**config.mk**
```make
export PLATFORM = sky130hd
export DESIGN_NAME = decode_output_arbiter
export DESIGN_NICKNAME = d
export VERILOG_FILES = /design/src/rtl/decode_output_arbiter_pkg.sv /design/src/rtl/decode_arb_select.sv /design/src/rtl/decode_output_arbiter.sv
export SDC_FILE = /design/constraint.sdc
export NUM_CORES = 2
export LEC_CHECK = 0
export CORE_AREA = 2 2 456 458
export DETAILED_ROUTE_END_ITERATION = 7
export DIE_AREA = 0 0 458 460
export GPL_TIMING_DRIVEN = 0
export PLACE_DENSITY = 0.4
export SKIP_CTS_REPAIR_TIMING = 1
export SYNTH_ARGS = -nofsm -noshare
export SYNTH_HDL_FRONTEND = slang
export SYNTH_SLANG_ARGS = --single-unit
```
**constraint.sdc**
```tcl
create_clock -name clock_i -period 8.4 [get_ports clock_i]
set_input_delay 1.68 -clock clock_i [delete_from_list [all_inputs] [get_ports clock_i]]
set_output_delay 1.68 -clock clock_i [all_outputs]
set_load 0.01 [all_outputs]
```
**src/rtl/decode_output_arbiter_pkg.sv**
```systemverilog
// -----------------------------------------------------------------------------
// decode_output_arbiter_pkg
// Shared decode definitions used by the format decoders, the output arbiter
// and dispatch: ID widths, functional-unit codes and the bit layout of the
// packed decoded payload (the arbiter itself treats the payload as opaque).
// Optional feature macro affecting users of this package:
// DECODE_ARB_AGE_ORDER_EN (age-ordered grant in decode_arb_select).
// -----------------------------------------------------------------------------
package decode_output_arbiter_pkg;

  // Instruction identity: 64-bit major counter (never wraps) + minor index.
  localparam int DecInstCounterWidth = 64;
  localparam int DecInstMinIdWidth   = 7;
  localparam int DecPayloadWidth     = 160;

  // Functional-unit codes carried in the payload.
  typedef enum logic [2:0] {
    FU_ALU = 3'd0,
    FU_MUL = 3'd1,
    FU_DIV = 3'd2,
    FU_LSU = 3'd3,
    FU_BRU = 3'd4,
    FU_FPU = 3'd5
  } fu_code_e;

  // Decoded-payload field layout (LSB offsets and widths).
  localparam int PayFuOffset    = 0;
  localparam int PayFuWidth     = 3;
  localparam int PayRdOffset    = 3;
  localparam int PayRdWidth     = 5;
  localparam int PayRs1Offset   = 8;
  localparam int PayRs1Width    = 5;
  localparam int PayRs2Offset   = 13;
  localparam int PayRs2Width    = 5;
  localparam int PayImmOffset   = 18;
  localparam int PayImmWidth    = 64;
  localparam int PayPcOffset    = 82;
  localparam int PayPcWidth     = 64;
  localparam int PayFlagsOffset = 146;
  localparam int PayFlagsWidth  = 14;

  // Extract the functional-unit code from a packed payload.
  function automatic fu_code_e payload_fu(input logic [DecPayloadWidth-1:0] pay);
    return fu_code_e'(pay[PayFuOffset +: PayFuWidth]);
  endfunction

endpackage

```
**src/rtl/decode_arb_select.sv**
```systemverilog
// -----------------------------------------------------------------------------
// decode_arb_select
// Combinational grant selection among full holding slots.
//   Default build        : round-robin, search from ptr_i upward with wrap.
//   DECODE_ARB_AGE_ORDER_EN : oldest slot wins (smallest major ID, then
//                          smallest minor ID, then lowest index); ptr_i unused.
// Ports:
//   slotFull_i    in  numReq              slot holds an instruction
//   ptr_i         in  reqIdxWidth         round-robin start index
//   slotMajId_i   in  numReq*majWidth     per-slot major IDs (slot k = slice k)
//   slotMinId_i   in  numReq*minWidth     per-slot minor IDs
//   grant_o       out numReq              one-hot grant (zero if no slot full)
//   grantIdx_o    out reqIdxWidth         encoded grant index
//   grantValid_o  out 1                   some slot was selected
// -----------------------------------------------------------------------------
module decode_arb_select
  import decode_output_arbiter_pkg::*;
#(
  parameter int numReq      = 4,
  parameter int reqIdxWidth = 2,
  parameter int majWidth    = DecInstCounterWidth,
  parameter int minWidth    = DecInstMinIdWidth
) (
  input  logic [numReq-1:0]          slotFull_i,
  input  logic [reqIdxWidth-1:0]     ptr_i,
  input  logic [numReq*majWidth-1:0] slotMajId_i,
  input  logic [numReq*minWidth-1:0] slotMinId_i,
  output logic [numReq-1:0]          grant_o,
  output logic [reqIdxWidth-1:0]     grantIdx_o,
  output logic                       grantValid_o
);

  localparam logic [numReq-1:0] OneHot = numReq'(1);

  logic                   found_s;
  logic [reqIdxWidth-1:0] sel_s;

`ifdef DECODE_ARB_AGE_ORDER_EN
  logic [majWidth-1:0] bestMaj_s;
  logic [minWidth-1:0] bestMin_s;
  logic                unused_ptr_s;

  assign unused_ptr_s = ^ptr_i;

  // Oldest-first scan; strict compares keep the lowest index on full ties.
  always_comb begin
    found_s   = 1'b0;
    sel_s     = '0;
    bestMaj_s = '0;
    bestMin_s = '0;
    for (int i = 0; i < numReq; i++) begin
      if (slotFull_i[i] &&
          (!found_s ||
           (slotMajId_i[i*majWidth +: majWidth] < bestMaj_s) ||
           ((slotMajId_i[i*majWidth +: majWidth] == bestMaj_s) &&
            (slotMinId_i[i*minWidth +: minWidth] < bestMin_s)))) begin
        found_s   = 1'b1;
        sel_s     = reqIdxWidth'(i);
        bestMaj_s = slotMajId_i[i*majWidth +: majWidth];
        bestMin_s = slotMinId_i[i*minWidth +: minWidth];
      end else begin
      end
    end
  end
`else
  logic unused_ids_s;

  assign unused_ids_s = ^{slotMajId_i, slotMinId_i};

  // Two-pass round-robin: first full slot at or above the pointer, otherwise
  // the lowest full slot (which is the wrap-around winner).
  always_comb begin
    found_s = 1'b0;
    sel_s   = '0;
    for (int i = 0; i < numReq; i++) begin
      if (!found_s && slotFull_i[i] && (reqIdxWidth'(i) >= ptr_i)) begin
        found_s = 1'b1;
        sel_s   = reqIdxWidth'(i);
      end else begin
      end
    end
    for (int i = 0; i < numReq; i++) begin
      if (!found_s && slotFull_i[i]) begin
        found_s = 1'b1;
        sel_s   = reqIdxWidth'(i);
      end else begin
      end
    end
  end
`endif

  assign grantValid_o = found_s;
  assign grantIdx_o   = sel_s;
  assign grant_o      = found_s ? (OneHot << sel_s) : '0;

endmodule

```
**src/rtl/decode_output_arbiter.sv**
```systemverilog
// -----------------------------------------------------------------------------
// decode_output_arbiter
// Merges decoded instructions from numReq format decoders into one registered
// decoded-instruction stream. Each requester owns a one-entry holding slot;
// one slot is granted per cycle into the output register when it can advance.
// Optional feature macro: DECODE_ARB_AGE_ORDER_EN (oldest-first grant instead
// of round-robin; handshake, latency and reset are unchanged).
// Ports:
//   clock_i       in  1                clock
//   reset_i       in  1                synchronous active-high reset
//   reqValid_i    in  numReq           requester k offers an instruction
//   reqMajId_i    in  numReq*64        major IDs, requester k = slice k
//   reqMinId_i    in  numReq*7         minor IDs
//   reqPayload_i  in  numReq*160       decoded payloads
//   reqStall_o    out numReq           requester k must hold (offer not taken)
//   stall_i       in  1                downstream cannot accept
//   outValid_o    out 1                output register valid
//   outMajId_o    out 64               forwarded major ID
//   outMinId_o    out 7                forwarded minor ID
//   outPayload_o  out 160              forwarded payload
//   outSrc_o      out reqIdxWidth      index of supplying requester
// -----------------------------------------------------------------------------
module decode_output_arbiter
  import decode_output_arbiter_pkg::*;
#(
  parameter int numReq                  = 4,
  parameter int reqIdxWidth             = 2,
  parameter int instructionCounterWidth = DecInstCounterWidth,
  parameter int instMinIdWidth          = DecInstMinIdWidth,
  parameter int payloadWidth            = DecPayloadWidth
) (
  input  logic                                 clock_i,
  input  logic                                 reset_i,
  input  logic [numReq-1:0]                    reqValid_i,
  input  logic [numReq*instructionCounterWidth-1:0] reqMajId_i,
  input  logic [numReq*instMinIdWidth-1:0]     reqMinId_i,
  input  logic [numReq*payloadWidth-1:0]       reqPayload_i,
  output logic [numReq-1:0]                    reqStall_o,
  input  logic                                 stall_i,
  output logic                                 outValid_o,
  output logic [instructionCounterWidth-1:0]   outMajId_o,
  output logic [instMinIdWidth-1:0]            outMinId_o,
  output logic [payloadWidth-1:0]              outPayload_o,
  output logic [reqIdxWidth-1:0]               outSrc_o
);

  logic [numReq-1:0]                               slotFull_q, slotFull_d;
  logic [numReq-1:0][instructionCounterWidth-1:0]  slotMaj_q, slotMaj_d;
  logic [numReq-1:0][instMinIdWidth-1:0]           slotMin_q, slotMin_d;
  logic [numReq-1:0][payloadWidth-1:0]             slotPay_q, slotPay_d;
  logic [reqIdxWidth-1:0]                          ptr_q, ptr_d;

  logic                               outValid_q, outValid_d;
  logic [instructionCounterWidth-1:0] outMaj_q, outMaj_d;
  logic [instMinIdWidth-1:0]          outMin_q, outMin_d;
  logic [payloadWidth-1:0]            outPay_q, outPay_d;
  logic [reqIdxWidth-1:0]             outSrc_q, outSrc_d;

  logic                   advance_s;
  logic [numReq-1:0]      selGrant_s;
  logic [numReq-1:0]      grant_s;
  logic [reqIdxWidth-1:0] grantIdx_s;
  logic                   selValid_s;
  logic [numReq-1:0]      stall_s;

  // The output register can take a new instruction when empty or draining.
  assign advance_s = ~outValid_q | ~stall_i;

  decode_arb_select #(
    .numReq      (numReq),
    .reqIdxWidth (reqIdxWidth),
    .majWidth    (instructionCounterWidth),
    .minWidth    (instMinIdWidth)
  ) u_select (
    .slotFull_i   (slotFull_q),
    .ptr_i        (ptr_q),
    .slotMajId_i  (slotMaj_q),
    .slotMinId_i  (slotMin_q),
    .grant_o      (selGrant_s),
    .grantIdx_o   (grantIdx_s),
    .grantValid_o (selValid_s)
  );

  // A selection only becomes a grant when the output register can move.
  assign grant_s    = advance_s ? selGrant_s : '0;
  assign stall_s    = slotFull_q & ~grant_s;
  assign reqStall_o = stall_s;

  // Slot next state: capture when empty or draining this edge, free on grant.
  always_comb begin
    slotFull_d = slotFull_q;
    slotMaj_d  = slotMaj_q;
    slotMin_d  = slotMin_q;
    slotPay_d  = slotPay_q;
    for (int k = 0; k < numReq; k++) begin
      if (reqValid_i[k] && !stall_s[k]) begin
        slotFull_d[k] = 1'b1;
        slotMaj_d[k]  = reqMajId_i[k*instructionCounterWidth +: instructionCounterWidth];
        slotMin_d[k]  = reqMinId_i[k*instMinIdWidth +: instMinIdWidth];
        slotPay_d[k]  = reqPayload_i[k*payloadWidth +: payloadWidth];
      end else if (grant_s[k]) begin
        slotFull_d[k] = 1'b0;
      end else begin
      end
    end
  end

  // Output register and round-robin pointer next state.
  always_comb begin
    outValid_d = outValid_q;
    outMaj_d   = outMaj_q;
    outMin_d   = outMin_q;
    outPay_d   = outPay_q;
    outSrc_d   = outSrc_q;
    ptr_d      = ptr_q;
    if (advance_s) begin
      if (selValid_s) begin
        outValid_d = 1'b1;
        outMaj_d   = slotMaj_q[grantIdx_s];
        outMin_d   = slotMin_q[grantIdx_s];
        outPay_d   = slotPay_q[grantIdx_s];
        outSrc_d   = grantIdx_s;
`ifndef DECODE_ARB_AGE_ORDER_EN
        if (grantIdx_s == reqIdxWidth'(numReq - 1)) begin
          ptr_d = '0;
        end else begin
          ptr_d = grantIdx_s + reqIdxWidth'(1);
        end
`endif
      end else begin
        outValid_d = 1'b0;
      end
    end else begin
    end
  end

  // State registers with synchronous reset.
  always_ff @(posedge clock_i) begin
    if (reset_i) begin
      slotFull_q <= '0;
      slotMaj_q  <= '0;
      slotMin_q  <= '0;
      slotPay_q  <= '0;
      ptr_q      <= '0;
      outValid_q <= 1'b0;
      outMaj_q   <= '0;
      outMin_q   <= '0;
      outPay_q   <= '0;
      outSrc_q   <= '0;
    end else begin
      slotFull_q <= slotFull_d;
      slotMaj_q  <= slotMaj_d;
      slotMin_q  <= slotMin_d;
      slotPay_q  <= slotPay_d;
      ptr_q      <= ptr_d;
      outValid_q <= outValid_d;
      outMaj_q   <= outMaj_d;
      outMin_q   <= outMin_d;
      outPay_q   <= outPay_d;
      outSrc_q   <= outSrc_d;
    end
  end

  assign outValid_o   = outValid_q;
  assign outMajId_o   = outMaj_q;
  assign outMinId_o   = outMin_q;
  assign outPayload_o = outPay_q;
  assign outSrc_o     = outSrc_q;

endmodule
```
==> impl_results.md <==
- Outcome: completed
- Area of the core: 0.206 mm^2
- Layout cells sized above 1: 0.0633
- Critical path arrival: 4000 ps
- Post-route DRC: 0
- Die X: 458 um
- Leakage power total: 24.9 nW
- Design area: 0.0648 mm^2
- Maximum capacitance violations: 0
- Syn Area/Cell: 8.34 um^2
- Routed Antenna Nets: 0
- Total congestion overflow: 0
- Post-synth EDFFs: 0
- Final Core Density: 0.314
- Slew at the pin closest to its max-slew limit: 1410 ps
- Synth area leaders: dfxtp_1 52%, nand2_1 18%, a21oi_1 10%, mux2i_1 10%, o221ai_1 4.5%
- Max Clock Freq: 0.176 GHz
- Hold_ws: 451 ps
- Final WL: 248 mm
- Min-Delay Path Class: flip-flop to flip-flop
- Crit Path Class: flip-flop to primary output
- Non-filler instance count after layout: 9547
- Wire per inst: 25.9 um
- Area Growth Syn to Fin: 45.0%
- Total power: 15.6 mW
- Post-Syn Instances: 5361
- Clock Skew: 43.5 ps
- Vias per cell: 4.58
- CP Max Fanout: 11
- Total number of vias: 43700
- Minimum clock period: 5680 ps
- Full die area: 0.211 mm^2
- Relative slew margins: 0.0594
- WP data required: 6720 ps
- TritonCTS buffer count: 144
- Cell Rows: 167
- Placement Setup Slack: 2890 ps
- GRT Total Usage: 0.227
- Sequential share of the synthesized area: 0.521
- Critical path launch point type: flip-flop
- H-tree depth: 4
- Initial DRC Count: 2733
- CTS Buffer Depth: 3
- Nets: 7609
- Max-slew violation count: 0
- Period utilization: 0.676
- Gp weighted congestion: 0.866
- I/O pin cnt: 1169
- PD cells: 241 mW/mm^2
- Total negative slack: 0 ps
- Hpwl dp: 196 mm
- Post-synth ARST share: 0
- Synth top area share: 0.521
- DP Area: 0.0598 mm^2
- Final Hold Viols: 0
- RSZ-0062 raised after global routing: false
- Placed Cells: 9232
- Vias in the first global route: 43600
- Post-synthesis cell type count: 31
- Ys flop type: dfxtp_1
- Yosys warnings: 0
- CTS tree: built
- Clock slew at reported path FFs: 60 ps
- Fin worst setup slack: 2720 ps
- Clock latency on the worst-skew pair: 810 ps
- Synth cell count leaders: 2087 x nand2_1, 1164 x dfxtp_1, 933 x a21oi_1
- Starting Density: 0.217
- Die H: 460 um
- Crit. End Element: primary output
- Yosys reg bits: 1164
- First-pass GRT wire length: 337 mm
- Sink Count: 1164
- Final setup vio count: 0
- Most frequent cell after synthesis: nand2_1
- DR pass1 iterations: 5
- Synthesized Nets: 6296
- Largest net degree at the start of global routing: 17
- Area leader, netlist: dfxtp_1
- CTS root buf: clkbuf_16
- Area of the mapped netlist: 0.0447 mm^2
- Initial antenna violation count: 143
- Port buffer count: 1167
- VDD IR max: 0.000203 V
==> power by group <==
group / total, mW / switching, mW / internal [mW]
Clock: 6.43 / 2.61 / 3.82
Sequential: 6.18 / 0.247 / 5.94
Combinational: 2.98 / 1.76 / 1.23
Total: 15.6 / 4.61 / 11.0
==> final cells by class <==
class	instances	area (um^2)
antenna	55	138
buffer	439	1960
clock buffer	214	4290
clock inverter	46	576
fill	22200	141000
inverter	5	18.8
multi-input combinational	3753	19400
sequential	1164	23300
tap	2704	3380
timing repair buffer	1167	11700
==> registers in the layout, indices dropped and copies added (netlist names) <==
name          count
slotMaj_q       256
outSrc_o          2
slotMin_q        28
ptr_q             2
outPayload_o    160
outMinId_o        7
outValid_o        1
outMajId_o       64
slotFull_q        4
slotPay_q       640
==> worst paths after layout <==
check                       from             end  slack [ps]  cells past startpoint
hold reg to reg   slotPay_q[535]  slotPay_q[535]         450                      2
setup reg to reg   slotFull_q[0]  slotMaj_q[172]        3320                     13
setup / recovery   slotFull_q[0]   reqStall_o[3]        2720                      9
hold / removal    slotPay_q[535]  slotPay_q[535]         450                      2
==> kinds of logic (layout without fill, tap and decap cells) <==
logic type,count (synthesis),count (layout),synth area share
simple gates,2114,2114,0.178
compound gates,1174,1174,0.152
flops,1164,1164,0.521
mux,461,461,0.103
buf+inv,444,1871,0.0439
fa+ha+maj,4,4,0.00112
other cells,0,55,0
==> routing by layer <==
| layer | global-route usage | vias up | share of wire |
|---|---|---|---|
| li1 | - | 20800 | - |
| met1 | 0.279 | 21000 | 0.42 |
| met2 | 0.379 | 1473 | 0.47 |
| met3 | 0.0631 | 410 | 0.073 |
| met4 | 0.0780 | 92 | 0.031 |
| met5 | 0 | - | 0.0023 |
==> worst max-delay path: stages (launching register included) <==
cell and delay [ps]:
dfxtp_1 380, nor2b_1 280, a2111oi_4 100, nor2_2 450, inv_2 80, buf_4 220
buf_4 230, ha_1 250, a21boi_0 480, clkdlybuf4s50_1 740
==> placed cells by master, fill, tap and decap left out, types with 2 or more instances in the layout <==
| master | netlist | final |
|---|---|---|
| a21o_1 | 2 | 2 |
| buf_4 | 8 | 8 |
| nor2b_1 | 5 | 5 |
| nand2_1 | 2087 | 2087 |
| dfxtp_1 | 1164 | 1164 |
| clkinv_2 | 0 | 21 |
| clkinvlp_4 | 0 | 5 |
| buf_8 | 4 | 4 |
| o221ai_1 | 230 | 230 |
| nand2b_1 | 5 | 5 |
| clkinv_4 | 0 | 2 |
| nor2_1 | 14 | 14 |
| clkbuf_2 | 0 | 17 |
| clkinv_8 | 0 | 3 |
| a21oi_1 | 933 | 933 |
| ha_1 | 4 | 4 |
| clkbuf_16 | 0 | 149 |
| clkdlybuf4s50_1 | 0 | 1167 |
| bufinv_16 | 0 | 9 |
| buf_1 | 2 | 2 |
| inv_6 | 0 | 3 |
| inv_1 | 3 | 3 |
| inv_16 | 0 | 2 |
| diode_2 | 0 | 55 |
| buf_2 | 166 | 166 |
| inv_2 | 2 | 2 |
| mux2i_1 | 461 | 461 |
| clkbuf_1 | 257 | 273 |
| clkbuf_8 | 0 | 32 |
Power figures use the tool's default switching activity.
